$ cat src/rtl/lsu_pkg.sv
// Purpose: shared types and constants for the load/store unit.
// Latency: n/a (types only).
// Backpressure: n/a.
package lsu_pkg;

  // Default data-memory size in bytes.
  localparam int LSU_MEM_BYTES_DEFAULT = 128;

  // Controller states.
  typedef enum logic [1:0] {
    IDLE      = 2'd0,
    ACCESS    = 2'd1,
    RMW_WRITE = 2'd2,
    RESP      = 2'd3
  } lsu_state_e;

  // Access type: bit 1 = store, bit 0 = byte access.
  typedef enum logic [1:0] {
    ACC_LOAD_WORD  = 2'b00,
    ACC_LOAD_BYTE  = 2'b01,
    ACC_STORE_WORD = 2'b10,
    ACC_STORE_BYTE = 2'b11
  } lsu_acc_e;

  // Build the access type from the request direction and size bits.
  function automatic lsu_acc_e acc_encode(input logic is_write, input logic is_byte);
    return lsu_acc_e'({is_write, is_byte});
  endfunction

endpackage

$ cat src/rtl/lsu_data_align.sv
// Purpose: byte extract/extend for loads and byte merge for read-modify-write stores.
// Latency: combinational.
// Backpressure: none.
module lsu_data_align
  import lsu_pkg::*;
(
  input  logic [15:0] word_in,
  input  logic        is_signed,
  input  logic [7:0]  store_byte,
  output logic [15:0] load_byte_ext,
  output logic [15:0] merged_word
);

  // Big-endian memory word: byte[addr] lives in [15:8], byte[addr+1] in [7:0].
  always_comb begin
    load_byte_ext = {{8{is_signed & word_in[15]}}, word_in[15:8]};
    merged_word   = {store_byte, word_in[7:0]};
  end

endmodule

$ cat src/rtl/load_store_unit.sv
// Purpose: single-outstanding load/store unit for a 16-bit big-endian data memory; macro LSU_ALIGN_CHECK_EN faults odd word addresses.
// Latency: fault 1 cycle, word load/store and byte load 2 cycles, byte store (read-modify-write) 3 cycles.
// Backpressure: ReqReady only in IDLE; the response is a one-cycle pulse with no backpressure.
module load_store_unit
  import lsu_pkg::*;
#(
  parameter int MEM_BYTES = LSU_MEM_BYTES_DEFAULT
) (
  input  logic        Clock,
  input  logic        Reset_n,
  input  logic        ReqValid,
  output logic        ReqReady,
  input  logic        ReqWrite,
  input  logic        ReqByte,
  input  logic        ReqSigned,
  input  logic [15:0] ReqAddr,
  input  logic [15:0] ReqWData,
  output logic        RspValid,
  output logic [15:0] RspData,
  output logic        RspFault,
  output logic [15:0] MemAddress,
  output logic [15:0] MemWriteData,
  output logic        MemWrite,
  output logic        MemRead,
  input  logic [15:0] MemReadData
);

  lsu_state_e  state_q, state_d;
  lsu_acc_e    acc_q, acc_d;
  logic        signed_q, signed_d;
  logic [15:0] addr_q, addr_d;
  logic [15:0] wdata_q, wdata_d;
  logic [15:0] cap_q, cap_d;
  logic [15:0] rsp_data_q, rsp_data_d;
  logic        rsp_vld_q, rsp_vld_d;
  logic        rsp_fault_q, rsp_fault_d;

  logic [31:0] req_addr_ext;
  logic        req_fault;
  logic [15:0] align_word;
  logic [15:0] load_byte_ext;
  logic [15:0] merged_word;

  // Range check (the memory always touches addr and addr+1), plus optional alignment check.
  always_comb begin
    req_addr_ext = {16'd0, ReqAddr};
    req_fault    = (req_addr_ext > 32'(MEM_BYTES - 2));
`ifdef LSU_ALIGN_CHECK_EN
    if (!ReqByte && ReqAddr[0]) begin
      req_fault = 1'b1;
    end
`endif
  end

  // Live read data during ACCESS, captured word afterwards for the merge.
  always_comb begin
    align_word = (state_q == ACCESS) ? MemReadData : cap_q;
  end

  lsu_data_align u_align (
    .word_in       (align_word),
    .is_signed     (signed_q),
    .store_byte    (wdata_q[7:0]),
    .load_byte_ext (load_byte_ext),
    .merged_word   (merged_word)
  );

  // Next-state and next-response computation.
  always_comb begin
    state_d     = state_q;
    acc_d       = acc_q;
    signed_d    = signed_q;
    addr_d      = addr_q;
    wdata_d     = wdata_q;
    cap_d       = cap_q;
    rsp_data_d  = 16'd0;
    rsp_vld_d   = 1'b0;
    rsp_fault_d = 1'b0;
    case (state_q)
      IDLE: begin
        if (ReqValid) begin
          acc_d    = acc_encode(ReqWrite, ReqByte);
          signed_d = ReqSigned;
          addr_d   = ReqAddr;
          wdata_d  = ReqWData;
          if (req_fault) begin
            state_d     = RESP;
            rsp_vld_d   = 1'b1;
            rsp_fault_d = 1'b1;
          end else begin
            state_d = ACCESS;
          end
        end
      end
      ACCESS: begin
        cap_d = MemReadData;
        case (acc_q)
          ACC_LOAD_WORD: begin
            state_d    = RESP;
            rsp_vld_d  = 1'b1;
            rsp_data_d = MemReadData;
          end
          ACC_LOAD_BYTE: begin
            state_d    = RESP;
            rsp_vld_d  = 1'b1;
            rsp_data_d = load_byte_ext;
          end
          ACC_STORE_WORD: begin
            state_d   = RESP;
            rsp_vld_d = 1'b1;
          end
          default: begin
            state_d = RMW_WRITE;
          end
        endcase
      end
      RMW_WRITE: begin
        state_d   = RESP;
        rsp_vld_d = 1'b1;
      end
      default: begin
        state_d = IDLE;
      end
    endcase
  end

  // All controller state and registered response outputs.
  always_ff @(posedge Clock or negedge Reset_n) begin
    if (!Reset_n) begin
      state_q     <= IDLE;
      acc_q       <= ACC_LOAD_WORD;
      signed_q    <= 1'b0;
      addr_q      <= 16'd0;
      wdata_q     <= 16'd0;
      cap_q       <= 16'd0;
      rsp_data_q  <= 16'd0;
      rsp_vld_q   <= 1'b0;
      rsp_fault_q <= 1'b0;
    end else begin
      state_q     <= state_d;
      acc_q       <= acc_d;
      signed_q    <= signed_d;
      addr_q      <= addr_d;
      wdata_q     <= wdata_d;
      cap_q       <= cap_d;
      rsp_data_q  <= rsp_data_d;
      rsp_vld_q   <= rsp_vld_d;
      rsp_fault_q <= rsp_fault_d;
    end
  end

  // Memory strobes and data decoded from the current state so reset kills them at once.
  always_comb begin
    ReqReady     = (state_q == IDLE);
    MemRead      = (state_q == ACCESS) && (acc_q != ACC_STORE_WORD);
    MemWrite     = ((state_q == ACCESS) && (acc_q == ACC_STORE_WORD)) || (state_q == RMW_WRITE);
    MemAddress   = (state_q == IDLE) ? 16'd0 : addr_q;
    MemWriteData = 16'd0;
    if (state_q == RMW_WRITE) begin
      MemWriteData = merged_word;
    end else if ((state_q == ACCESS) && (acc_q == ACC_STORE_WORD)) begin
      MemWriteData = wdata_q;
    end
    RspValid = rsp_vld_q;
    RspData  = rsp_data_q;
    RspFault = rsp_fault_q;
  end

endmodule

$ cat config.mk
export PLATFORM = sky130hd
export DESIGN_NAME = load_store_unit
export DESIGN_NICKNAME = d
export VERILOG_FILES = /design/src/rtl/lsu_pkg.sv /design/src/rtl/lsu_data_align.sv /design/src/rtl/load_store_unit.sv
export SDC_FILE = /design/constraint.sdc
export NUM_CORES = 1
export LEC_CHECK = 0
export CAP_MARGIN = 20
export CORE_UTILIZATION = 40
export CTS_BUF_LIST = sky130_fd_sc_hd__clkbuf_4 sky130_fd_sc_hd__clkbuf_8 sky130_fd_sc_hd__clkbuf_16
export CTS_CLUSTER_SIZE = 30
export DETAILED_ROUTE_END_ITERATION = 16
export PLACE_DENSITY = 0.76
export SYNTH_ARGS = -nofsm -noshare
export SYNTH_HDL_FRONTEND = slang
export SYNTH_SLANG_ARGS = --single-unit
$ cat constraint.sdc
create_clock -name Clock -period 2.1 [get_ports Clock]
set_input_delay 0.21 -clock Clock [delete_from_list [all_inputs] [get_ports Clock]]
set_output_delay 0.21 -clock Clock [all_outputs]
set_load 0.02 [all_outputs]
==> summary.txt <==
Yosys
  – Ys flop type: dfrtp_1
  – Register bit total from synthesis: between 60 and 70
  – Number of synthesized flops with an enable pin: 0
  – Cell variety after synth: 33
  – Avg Synthesized Cell Area: 13.4 sq um
  – Synth Cell Area: 2940 sq um
  – Cells after Synth: 220
  – Net count after synthesis: 278
  – Sequential area share after synthesis: 54.5%
  – Post-synth ARST share: 100%
  – Syn. warnings: 0

Floorplanning
  – Die Ht: 87.7 um
  – Die area: roughly 7700 sq um
  – Die X: 87.7 um
  – Num ports: ~110
  – Core area: 6940 sq um
  – Site Rows: 30
  – Initial Util: 42.3%

STA
  – Final setup fails: 0
  – Final min period: around 2000 ps
  – RSZ-0062 raised after global routing: false
  – Worst-case clock skew: 8.33 ps
  – Fmax achieved: 497 MHz
  – Final Hold Violating Endpoints: 0
  – Setup WS post-layout: 86.0 ps
  – Hold WS: approximately 470 ps
  – Setup_tns: 0 ps
  – Final Slew Violations: 0
  – Final period util: between 90% and 100%
  – Tightest Pin Transition: approximately 720 ps
  – Max transition margin: 51.9%

Power and ir drop
  – Gate power share: 52.6%
  – NetSw: about 0.0024 W
  – Power share of the clock group: between 10% and 20%
  – Static Leakage: 2.00 nW
  – Max VDD drop: around 0.8 mV
  – Sw frac: roughly 37%
  – Pwr/cell area: roughly 1500 nW/um^2
  – Sequential share of power: 32.2%
  – Pint: ~0.004 W

Worst setup path
  – Crit-path cells: inv_2, ha_4, buf_4, mux2_2, a22o_1, buf_2
  – CP max FO: 5
  – Slowest-stage cell, CP: dfrtp_1
  – Critical path data required time: 1890 ps
  – CP endpoint kind: output port
  – CP peak stage delay: 390 ps
  – Crit path DAT: between 1500 and 2000 ps
  – CP Launch Type: flop
  – CP Class: reg -> out

GRT
  – Vias in the first global route: around 2100
  – Tot GR Track Use: 18.0%
  – Largest net degree at the start of global routing: 32
  – Initial antenna violation count: 0
  – Grt ovf: 0
  – First-pass GRT wire length: 10300 um

Flow run
  – Max cap viols: 0

Clocking
  – Worst skew pair latency: 330 ps
  – Clock Path Buffers: 2
  – Clock transition at the registers of the reported paths: approximately 70 ps
  – TritonCTS clock tree: built
  – Clock tree sinks: 64
  – Clk Tree Root Cell: clkbuf_8
  – H-tree depth: 3
  – Num CTS Buffers: 9

Cells and area
  – Final Net Count: 395
  – Area Growth Syn to Fin: 45.3%
  – Most frequent cells in the layout: 70 x clkdlybuf4s50_1, 64 x dfrtp_1, 25 x mux2_2, 19 x mux2_4, 18 x dlygate4sd2_1
  – Antenna diode count: 0
  – Ratio of cells with drive above 1 in the final layout: 27.6%
  – # fillers: 583
  – Leading cell type in the layout, fill and taps excluded: clkdlybuf4s50_1

Place
  – Number of port buffers: 106
  – Dpl ws: -50.3 ps
  – Dpl hpwl: 4810 um
  – GPL Wtd Cong: 0.758

Routing
  – Total wire length: between 6000 and 7000 um
  – Initial DRT Pass Iterations: 4
  – Vias: 2067
  – Antenna Violating Nets Remaining: 0
  – Wire length per cell: 15.0 um
  – Via-to-Cell Ratio: 4.74
  – Detailed Route Iter0 Violations: 47
  – DR DRC count: 0

Min path
  – Hold Crit Class: in -> reg

Run status
  – Status: finished, final reports clean
synth_stat cells (2+ instances only):
library cell	number	area, sq um
nor2b_1	16	100
inv_1	5	18.8
dfrtp_1	64	1600
nand2_1	8	30.0
mux2i_1	8	80.1
a21oi_1	9	45.0
buf_4	2	15.0
buf_6	4	45.0
buf_2	4	20.0
nor2_1	12	45.0
a22o_1	16	140
mux2_2	25	282
mux2_4	19	285
nand2b_1	2	12.5
nand3_1	3	15.0
ha_1	4	50.1
clkbuf_1	3	11.3
power by group through the flow:
stage          registers, W  clock network (W)  logic [W]
2_1_floorplan       0.00207                  0    0.00219
5_1_grt             0.00210            0.00105    0.00357
6_report            0.00204           0.000964    0.00333
3_5_place_dp        0.00205                  0    0.00360
3_3_place_gp        0.00203                  0    0.00356
4_1_cts             0.00203           0.000984    0.00336
state kept, by name (all words and copies together) (netlist names):
signal    cells
RspData      16
addr_q       16
wdata_q      16
cap_q         9
acc_q         2
state_q       2
RspFault      1
RspValid      1
signed_q      1
cells by family (layout without fill, tap and decap cells):
group	Yosys count	count (layout)	synth area share, %
compound gates	32	32	8.34
simple gates	48	48	9.11
buf+inv	20	140	4.38
mux	52	52	22.0
fa+ha+maj	4	4	1.70
flops	64	64	54.5
final cells by class:
class | instances | area (sq um) | share of cell area [%]
timing repair buffer | 120 | 1120 | 26.2
clock inverter | 5 | 50.0 | 1.17
multi-input combinational | 136 | 1230 | 28.9
inverter | 6 | 22.5 | 0.527
tap | 96 | 120 | 2.81
sequential | 64 | 1600 | 37.5
clock buffer | 9 | 124 | 2.90
critical path: cells and delay by family, from the launching register on:
family | cells | cell delay (ps)
AOI/OAI and AO/OA | 1 | 230
muxes | 1 | 340
buffers and inverters | 3 | 380
adders and majority gates | 1 | 140
DFF | 1 | 390
through the flow:
stage,instance area (sq um),std cells,power [W],util (%)
CTS,4280,436,0.00638,61.6
global placement,4150,421,0.00560,59.7
finish,4270,436,0.00634,61.5
floorplan,2940,220,0.00426,-
detailed placement,4150,421,0.00566,59.7
global route,4270,436,0.00672,61.5
what timing repair did:
| item | CTS | global route |
|---|---|---|
| endpoints found under the hold margin | 29 | 0 |
| buffers inserted | 0 | 0 |
| setup endpoints to repair | 34 | 17 |
| gates resized for setup | 62 | 18 |
| hold buffers | 1 | 0 |
| cloned | 0 | 0 |
worst paths after layout:
kind                                 from         endpoint  slack [ps]  depth (start not counted)
min                        MemReadData[9]       RspData[9]         470                          3
max reg2reg                    state_q[0]        addr_q[0]         240                          6
max in group asynchronous         Reset_n       addr_q[10]         970                          3
max                            state_q[1]  MemWriteData[6]          90                          6
min in group asynchronous         Reset_n        addr_q[3]         480                          2
min reg2reg                      cap_q[7]         cap_q[7]         500                          1
per-layer routing:
layer | part of all wire, % | global-route usage [%] | wire [um]
met2 | 49 | 29.0 | 3170
met3 | 4.0 | 3.39 | 264
met5 | 0 | 0 | 0
met1 | 46 | 23.4 | 2990
met4 | 1.5 | 8.49 | 101
Note: power is estimated with default switching activity, not from simulation.
